<file path="src/rtl/bcd_seg_display.sv">
// Purpose : binary to 7-segment display driver (decimal via double dabble, or hex), DIGITS digits.
// Latency : HEX_SEG/OVERFLOW update with a one-cycle DONE pulse WIDTH edges after the edge that accepts LOAD.
// Backpr. : LOAD is ignored while BUSY; a LOAD presented in the DONE cycle is accepted.
// Ports   : CLOCK_50 clock; RESET sync active-high; VALUE/MODE (0=dec,1=hex)/LOAD start request;
//           HEX_SEG active-low segments, digit k at [7k+6:7k], bit0=a..bit6=g; BUSY; DONE; OVERFLOW.
// Option  : define BLANK_LEADING_ZERO_EN to blank zero digits above the most significant non-zero digit.
module bcd_seg_display #(
  parameter int WIDTH  = 10,
  parameter int DIGITS = 3
) (
  input  logic                  CLOCK_50,
  input  logic                  RESET,
  input  logic [WIDTH-1:0]      VALUE,
  input  logic                  MODE,
  input  logic                  LOAD,
  output logic [7*DIGITS-1:0]   HEX_SEG,
  output logic                  BUSY,
  output logic                  DONE,
  output logic                  OVERFLOW
);

  // One spare nibble above the displayed digits keeps add-3 carries in range.
  localparam int BCD_W = 4*DIGITS + 4;
  localparam int NIB   = DIGITS + 1;
  localparam int CNT_W = $clog2(WIDTH + 1);

  function automatic logic [63:0] pow_u(input int base, input int e);
    logic [63:0] r;
    r = 64'd1;
    for (int i = 0; i < e; i++) r = r * 64'(base);
    return r;
  endfunction

  localparam logic [63:0] DEC_MAX = pow_u(10, DIGITS) - 64'd1;
  localparam logic [63:0] HEX_LIM = pow_u(16, DIGITS);

  function automatic logic [6:0] seg7(input logic [3:0] d);
    logic [6:0] s;
    case (d)
      4'h0: s = 7'b1000000;
      4'h1: s = 7'b1111001;
      4'h2: s = 7'b0100100;
      4'h3: s = 7'b0110000;
      4'h4: s = 7'b0011001;
      4'h5: s = 7'b0010010;
      4'h6: s = 7'b0000010;
      4'h7: s = 7'b1111000;
      4'h8: s = 7'b0000000;
      4'h9: s = 7'b0010000;
      4'hA: s = 7'b0001000;
      4'hB: s = 7'b0000011;
      4'hC: s = 7'b1000110;
      4'hD: s = 7'b0100001;
      4'hE: s = 7'b0000110;
      default: s = 7'b0001110;
    endcase
    return s;
  endfunction

  typedef enum logic {IDLE, CONVERT} state_t;

  state_t               r_state, w_state_nxt;
  logic                 w_last;
  logic [WIDTH-1:0]     r_val;
  logic                 r_mode;
  logic                 r_ovf_pend;
  logic [BCD_W-1:0]     r_bcd;
  logic [CNT_W-1:0]     r_cnt;
  logic [7*DIGITS-1:0]  r_seg;
  logic                 r_done;
  logic                 r_ovf;
  logic                 w_ovf_in;
  logic [BCD_W-1:0]     w_adj;
  logic [BCD_W-1:0]     w_bcd_nxt;
  logic [7*DIGITS-1:0]  w_seg_nxt;
  logic [3:0]           w_nib;
`ifdef BLANK_LEADING_ZERO_EN
  logic                 w_lead;
`endif

  // Range check is done on the raw captured value, so the shift datapath
  // never has to hold the full magnitude.
  assign w_ovf_in = MODE ? (64'(VALUE) >= HEX_LIM) : (64'(VALUE) > DEC_MAX);

  always_ff @(posedge CLOCK_50) begin
    if (RESET) r_state <= IDLE;
    else       r_state <= w_state_nxt;
  end

  always_comb begin
    w_state_nxt = r_state;
    w_last      = 1'b0;
    case (r_state)
      IDLE:    if (LOAD) w_state_nxt = CONVERT;
      CONVERT: begin
        if (r_cnt == CNT_W'(1)) begin
          w_last      = 1'b1;
          w_state_nxt = IDLE;
        end
      end
      default: w_state_nxt = IDLE;
    endcase
  end

  // Double dabble step: correct digits >= 5 (decimal only), then shift in the next value bit.
  always_comb begin
    w_adj = r_bcd;
    if (!r_mode) begin
      for (int k = 0; k < NIB; k++) begin
        if (r_bcd[4*k +: 4] >= 4'd5) w_adj[4*k +: 4] = r_bcd[4*k +: 4] + 4'd3;
      end
    end
    w_bcd_nxt = {w_adj[BCD_W-2:0], r_val[WIDTH-1]};
  end

  // Glyph selection for the digit register as it will stand after the final shift.
  always_comb begin
    w_seg_nxt = '1;
    w_nib     = 4'd0;
`ifdef BLANK_LEADING_ZERO_EN
    w_lead    = 1'b1;
`endif
    for (int k = DIGITS-1; k >= 0; k--) begin
      w_nib = w_bcd_nxt[4*k +: 4];
      if (r_ovf_pend) begin
        w_seg_nxt[7*k +: 7] = 7'b0111111;
      end else begin
`ifdef BLANK_LEADING_ZERO_EN
        if (w_lead && (w_nib == 4'd0) && (k != 0)) begin
          w_seg_nxt[7*k +: 7] = 7'b1111111;
        end else begin
          w_seg_nxt[7*k +: 7] = seg7(w_nib);
          w_lead              = 1'b0;
        end
`else
        w_seg_nxt[7*k +: 7] = seg7(w_nib);
`endif
      end
    end
  end

  always_ff @(posedge CLOCK_50) begin
    if (RESET) begin
      r_val      <= '0;
      r_mode     <= 1'b0;
      r_ovf_pend <= 1'b0;
      r_bcd      <= '0;
      r_cnt      <= '0;
      r_seg      <= '1;
      r_done     <= 1'b0;
      r_ovf      <= 1'b0;
    end else begin
      r_done <= 1'b0;
      case (r_state)
        IDLE: begin
          if (LOAD) begin
            r_val      <= VALUE;
            r_mode     <= MODE;
            r_ovf_pend <= w_ovf_in;
            r_bcd      <= '0;
            r_cnt      <= CNT_W'(WIDTH);
          end
        end
        CONVERT: begin
          r_val <= {r_val[WIDTH-2:0], 1'b0};
          r_bcd <= w_bcd_nxt;
          r_cnt <= r_cnt - CNT_W'(1);
          if (w_last) begin
            r_seg  <= w_seg_nxt;
            r_ovf  <= r_ovf_pend;
            r_done <= 1'b1;
          end
        end
        default: ;
      endcase
    end
  end

  assign HEX_SEG  = r_seg;
  assign BUSY     = (r_state == CONVERT);
  assign DONE     = r_done;
  assign OVERFLOW = r_ovf;

endmodule

</file>
<file path="config.mk">
export PLATFORM = sky130hd
export DESIGN_NAME = bcd_seg_display
export DESIGN_NICKNAME = d
export VERILOG_FILES = /design/src/rtl/bcd_seg_display.sv
export SDC_FILE = /design/constraint.sdc
export NUM_CORES = 1
export LEC_CHECK = 0
export BUFFER_PORTS_ARGS = -buffer_cell sky130_fd_sc_hd__buf_2
export CORE_ASPECT_RATIO = 1.5
export CORE_UTILIZATION = 45
export CTS_CLUSTER_DIAMETER = 120
export DETAILED_ROUTE_END_ITERATION = 8
export PLACE_DENSITY = 0.67
export SETUP_SLACK_MARGIN = 0.4
export SKIP_LAST_GASP = 1
export SLEW_MARGIN = 0
export SYNTH_ARGS = -nofsm -noshare
export SYNTH_HDL_FRONTEND = slang
export SYNTH_SLANG_ARGS = --single-unit
</file>
<file path="constraint.sdc">
create_clock -name CLOCK_50 -period 2.8 [get_ports CLOCK_50]
set_input_delay 0.56 -clock CLOCK_50 [delete_from_list [all_inputs] [get_ports CLOCK_50]]
set_output_delay 0.56 -clock CLOCK_50 [all_outputs]
set_load 0.1 [all_outputs]
</file>
==> results.yml, run 1 <==
outcome:
  status: "finished with violations"
  failed_checks: "DRC"
synthesis:
  ys.warnings.count: 0
  ys.flop_type: "dfxtp_1"
  synth-seq-cells: 52
  syn_area_um2: 3160
  synth.distinct_cells: 54
  postSynthAreaPerCell_um2: 8.35
  syn_nets: 420
  ys_seq_area_share_pct: 32.9
  syn_inst: 379
  async_flop_share_pct: 0
  synth_edf_count: 0
timing:
  clock_skew_ps: 8.55
  fmax_ghz: 0.433
  rsz0062_at_grt: "yes"
  relSlewSlack_pct: 48.1
  worst_pin_slew_ps: 773
  period_needed_ps: 2310
  setup_viol: 0
  setup-tns-final_ps: 0
  fin_crit_sh_pct: 82.4
  drv_slew: 0
  hold_viol_final: 0
pwr:
  ir_drop_mv: 0.323
  leakage_nw: 1.49
  power_density_nw_per_um2: 412
  power.total_w: 0.00152
floorplanning:
  dieArea_um2: 7380
  rows: 37
  dieHeight_um: 105
  start_util_pct: 46.2
  io_pins: 38
  die_w_um: 70.5
  core_area_um2: 6850
setup_path:
  worstSetupPathType: "register to register"
  crit_fanout: 5
  r2r_end: "HEX_SEG[7]"
  worstPathRequired_ps: 2990
  start_kind: "register"
  timing.rr.start: "r_bcd[0]"
  end_kind: "register"
  rrSetupSlack_ps: 490
  worstPathArrival_ps: 2500
  reg2regPathDepth: 10
final_layout:
  fill_cells: 665
  synthToLayoutAreaGrowth_pct: 16.4
  n_antenna_cell: 0
  multiInputGateArea_um2: 2020
  stdcell_area_um2: 3680
  nets: 461
  layout-drive-gt1-share_pct: 22.6
  seq_area_um2: 1050
detailed_routing:
  ant_nets: 0
  wl_per_cell_um: 14.1
  drt_iter0_drc: 158
  wl_met3_um: 181
  drc_errors: 10
  routed_wl_um: 7010
  via_per_inst: 5.64
  met1_length_um: 3090
  dr.pass1.iters: 6
  route.top_layer_used: "met4"
  vias: 2815
  wl_met2_um: 3630
placement:
  gp_congestion: 0.872
  portBuffers: 37
  place_area_um2: 3450
  dpl.hpwl_um: 4980
global_route:
  antenna_found_initial: 0
  grt_pass1_vias: 2521
  grtUsageTotal_pct: 19.3
  gr-total-overflow: 0
  grt_max_degree: 54
  grt_pass1_wl_um: 11600
cts:
  cts_tree: "yes"
  clk_latency_ps: 310
  clock_path_buffers: 2
  clock-sinks: 52
  clk_pin_slew_ps: 100
  cts_inserted_buffers: 5
  clockRootBuffer: "clkbuf_8"
  ctsHoldBuffers: 0
  htreeDepth: 2
hold_path:
  holdPathEnd: "DONE"
  holdCritStartpoint: "RESET"
  holdPathStages: 2
  min_path_type: "primary input to register"
run:
  drv_cap: 0
## critical path, cell delays in order, from the launching register on
cell and delay [ps]:
dfxtp_4 370, inv_1 90, ha_2 200, nor2b_2 170, or4_1 420, nand2_2 130
inv_2 80, ha_1 180, nor3b_1 150, a2111oi_2 310, a211oi_1 100
## worst max path at each step
stage / startpoint / endpoint / slack (ps) / depth (start not counted)
2_1_floorplan: r_bcd[4] / HEX_SEG[10] / 380 / 11
3_3_place_gp: r_bcd[4] / HEX_SEG[10] / 270 / 11
3_5_place_dp: r_bcd[9] / HEX_SEG[17] / 190 / 11
4_1_cts: r_bcd[1] / HEX_SEG[7] / 400 / 10
5_1_grt: r_bcd[0] / HEX_SEG[7] / 310 / 10
6_report: r_bcd[0] / HEX_SEG[7] / 490 / 10
## sequential cells by signal, indices dropped and copies added, names as in the netlist
register    cells
HEX_SEG        21
r_ovf_pend      1
BUSY            1
r_mode          1
OVERFLOW        1
r_cnt           4
r_val          10
r_bcd          12
DONE            1
## area by class of cell
type                       count  area share [%]
multi-input combinational    285            54.9
sequential                    52            28.5
timing repair buffer          56            8.90
tap                           78            2.65
inverter                      20            2.04
clock buffer                   5            1.87
clock inverter                 3            1.16
## what timing repair did
action,4_1_cts,5_1_grt
resized for setup,6,18
setup buffers,5,4
pin swaps,6,6
setup endpoints to repair,9,13
## synth_stat cells (4+ instances only)
library cell / number / share of area (%)
nor2_1: 57 / 6.8
dfxtp_1: 52 / 33
a21oi_1: 35 / 5.5
ha_1: 27 / 11
inv_1: 20 / 2.4
mux2i_1: 20 / 6.3
nor3_1: 17 / 2.7
o21ai_0: 17 / 2.7
clkbuf_1: 16 / 1.9
nand2_1: 13 / 1.5
a211oi_1: 9 / 2.1
a31oi_1: 8 / 1.6
nor3b_1: 8 / 1.9
nand2b_1: 6 / 1.2
nor2b_1: 5 / 0.99
nand3_1: 4 / 0.63
nor4_1: 4 / 0.79
o32a_1: 4 / 1.3
xnor2_1: 4 / 1.1
## cell usage in the layout (no fill, tap or decap), types with 6 or more instances in the layout
cell / Yosys / routed
mux2i_1: 20 / 20
nor3_1: 17 / 17
dfxtp_1: 52 / 47
buf_4: 0 / 19
inv_1: 20 / 15
buf_2: 3 / 37
nand2_1: 13 / 12
nand2b_1: 6 / 6
a211oi_1: 9 / 9
a21oi_1: 35 / 33
nor2_1: 57 / 56
ha_1: 27 / 25
o21ai_0: 17 / 15
a31oi_1: 8 / 8
nor3b_1: 8 / 7
## power breakdown
group	internal, W	switching [W]	total [W]	leakage (nW)
clock	0.000265	0.000256	0.000521	0.0541
combinational	0.0000593	0.000153	0.000212	1.01
sequential	0.000764	0.0000185	0.000782	0.426
total	0.00109	0.000428	0.00152	1.49
## cell families (layout without fill, tap and decap cells)
logic type,count (synthesis),after routing,share of synthesized area [%]
AO/OA/AOI/OAI,105,105,22.3
flip-flops,52,52,32.9
multiplexers,24,24,8.22
buffers and inverters,42,84,5.34
XOR/XNOR,4,4,1.11
AND/OR/NAND/NOR,125,125,19.5
adder cells (fa/ha/maj),27,27,10.7
## layer usage
| metal | GRT usage [%] | vias to the layer above |
|---|---|---|
| met5 | 0 | - |
| met4 | 6.56 | 0 |
| met3 | 2.60 | 9 |
| li1 | - | 1442 |
| met1 | 23.6 | 1315 |
| met2 | 34.3 | 49 |
## per-stage QoR
stage	setup slack (ps)	util (%)	cells	hold WS [ps]
floorplan	384	-	379	449
global placement	271	50.4	482	451
detailed placement	191	50.4	482	456
CTS	401	52.7	495	450
global route	314	53.7	499	454
finish	492	53.7	499	461
Note: power is estimated with default switching activity, not from simulation.
==> run 2: changes to the inputs <==
Clock period 2.8 ns to 1.89 ns, I/O delays scaled along.
==> run 2 against run 1 <==
  * The run ends with DRC, setup timing left
  * Final area up 40%
  * Register-to-register slack lost 810 ps
  * Power up 44%
  * Combinational power up 90%
  * Sequential power rose by 48%
  * Critical path depth is 1 higher
  * Maximum frequency grew 4.3%
  * Global-route usage increased by 5.6 points
  * Largest cell class unchanged
  * Largest power group unchanged
  * Highest routed layer unchanged
==> results.yml, run 2 (synthesis gave the netlist of run 1 again) <==
setup_path:
  worstPathRequired_ps: 2070
  critical_path.startpoint: "r_bcd[5]"
  crit_end: "HEX_SEG[10]"
  cpMostUsedCell: "ha_4"
  worstPathArrival_ps: 2390
  crit_chain: "inv_4 > ha_4 > nand2b_4 > a21oi_4 > nor2_4 > xnor2_2 > inv_2 > ha_4 > nor3b_4 > a2111oi_2 > a211oi_1"
  worstSetupPathType: "register to register"
  timing.rr.start: "r_bcd[5]"
  slowest_stage: "dfxtp_2"
  reg2regPathDepth: 11
  r2r_end: "HEX_SEG[10]"
  slowest_delay_ps: 370
  end_kind: "register"
  rrSetupSlack_ps: -320
  start_kind: "register"
  crit_fanout: 4
cts:
  clk_pin_slew_ps: 90
  cts_inserted_buffers: 5
  clockRootBuffer: "clkbuf_8"
  htreeDepth: 2
  ctsHoldBuffers: 0
  cts_tree: "yes"
  clk_latency_ps: 300
  clock_path_buffers: 2
  clock-sinks: 52
global_route:
  grtUsageTotal_pct: 25.0
  grt_pass1_vias: 3176
  gr-total-overflow: 0
  grt_max_degree: 28
  antenna_found_initial: 0
  grt_pass1_wl_um: 14900
outcome:
  failed_checks: "DRC, setup timing"
  status: "finished with violations"
timing:
  fmax_ghz: 0.452
  relSlewSlack_pct: 68.1
  worst_pin_slew_ps: 473
  fin_crit_sh_pct: 117
  drv_slew: 0
  clock_skew_ps: 5.34
  period_needed_ps: 2210
  setup-tns-final_ps: -3520
  hold_viol_final: 0
  setup_viol: 21
  rsz0062_at_grt: "yes"
  setup_ws_ps: -321
placement:
  dpl.hpwl_um: 5980
  portBuffers: 37
  gp_congestion: 0.889
pwr:
  power_density_nw_per_um2: 425
  ir_drop_mv: 0.459
  leakage_nw: 2.04
detailed_routing:
  drc_errors: 10
  vias: 3407
  dr.pass1.iters: 9
  routed_wl_um: 10000
  via_per_inst: 5.82
  drt_iter0_drc: 246
  ant_nets: 0
  wl_per_cell_um: 17.1
final_layout:
  largest_reg_flops: 21
  n_antenna_cell: 0
  final_common_cell: "buf_4"
  nets: 547
  layout_common_cells: "buf_4 (73), nor2_1 (49), dfxtp_1 (45)"
  utilization_pct: 75.0
  layout-drive-gt1-share_pct: 50.7
  synthToLayoutAreaGrowth_pct: 62.4
hold_path:
  min_path_type: "primary input to register"
  holdCritStartpoint: "MODE"
floorplanning:
  dieArea_um2: 7380
  core_area_um2: 6850
  die_w_um: 70.5
  start_util_pct: 46.2
  io_pins: 38
  rows: 37
  dieHeight_um: 105
run:
  drv_cap: 0
-- run 2: repair_timing --
| action | in CTS | in global routing |
|---|---|---|
| buffers inserted | 17 | 13 |
| cloned | 1 | 0 |
| endpoints found under the setup margin | 32 | 39 |
| pin swaps | 37 | 41 |
| gates resized for setup | 68 | 67 |
-- run 2: critical path: cells and delay by family, from the launching register on --
family | cells | cell delay (ps)
AO/OA/AOI/OAI | 3 | 570
adder cells (fa/ha/maj) | 2 | 400
flip-flops | 1 | 370
AND/OR/NAND/NOR | 3 | 360
XOR/XNOR | 1 | 200
buffers and inverters | 2 | 190
-- run 2: worst min path at each step --
stage | slack [ps] | to | cells past startpoint
global route | 340 | r_mode | 3
finish | 330 | r_mode | 3
detailed placement | 460 | HEX_SEG[11] | 1
global placement | 450 | HEX_SEG[12] | 1
floorplan | 450 | r_cnt[3] | 1
CTS | 320 | r_mode | 3
-- run 2: per-layer routing --
layer / global-route usage, % / wire length, µm
met5: 0 / 0
met4: 7.43 / 211
met3: 3.18 / 420
met1: 30.4 / 4060
met2: 45.0 / 5300
-- run 2: cell type report --
cell class	count	area, µm²
flip-flops and latches	52	1060
repair buffers	142	1180
clock inverters	2	11.3
clock buffers	6	72.6
well taps	78	97.6
multi-input cells	285	2620
inverters	20	90.1
fillers	453	1710
-- run 2: power breakdown --
part	internal (W)	switching (W)	leakage (nW)
clock	0.000258	0.000368	0.0388
combinational	0.000144	0.000259	1.57
sequential	0.00113	0.0000289	0.428
-- run 2: per-stage QoR --
step           worst slack (ps)  hold slack [ps]  instances  instance area (µm²)  power [W]
5_1_grt                    -433              336        585                 5140    0.00228
6_report                   -321              326        585                 5140    0.00219
3_5_place_dp               -251              456        546                 4230    0.00153
3_3_place_gp               -206              451        546                 4230    0.00152
4_1_cts                    -248              322        572                 4770    0.00218
2_1_floorplan              -286              449        379                 3480    0.00144
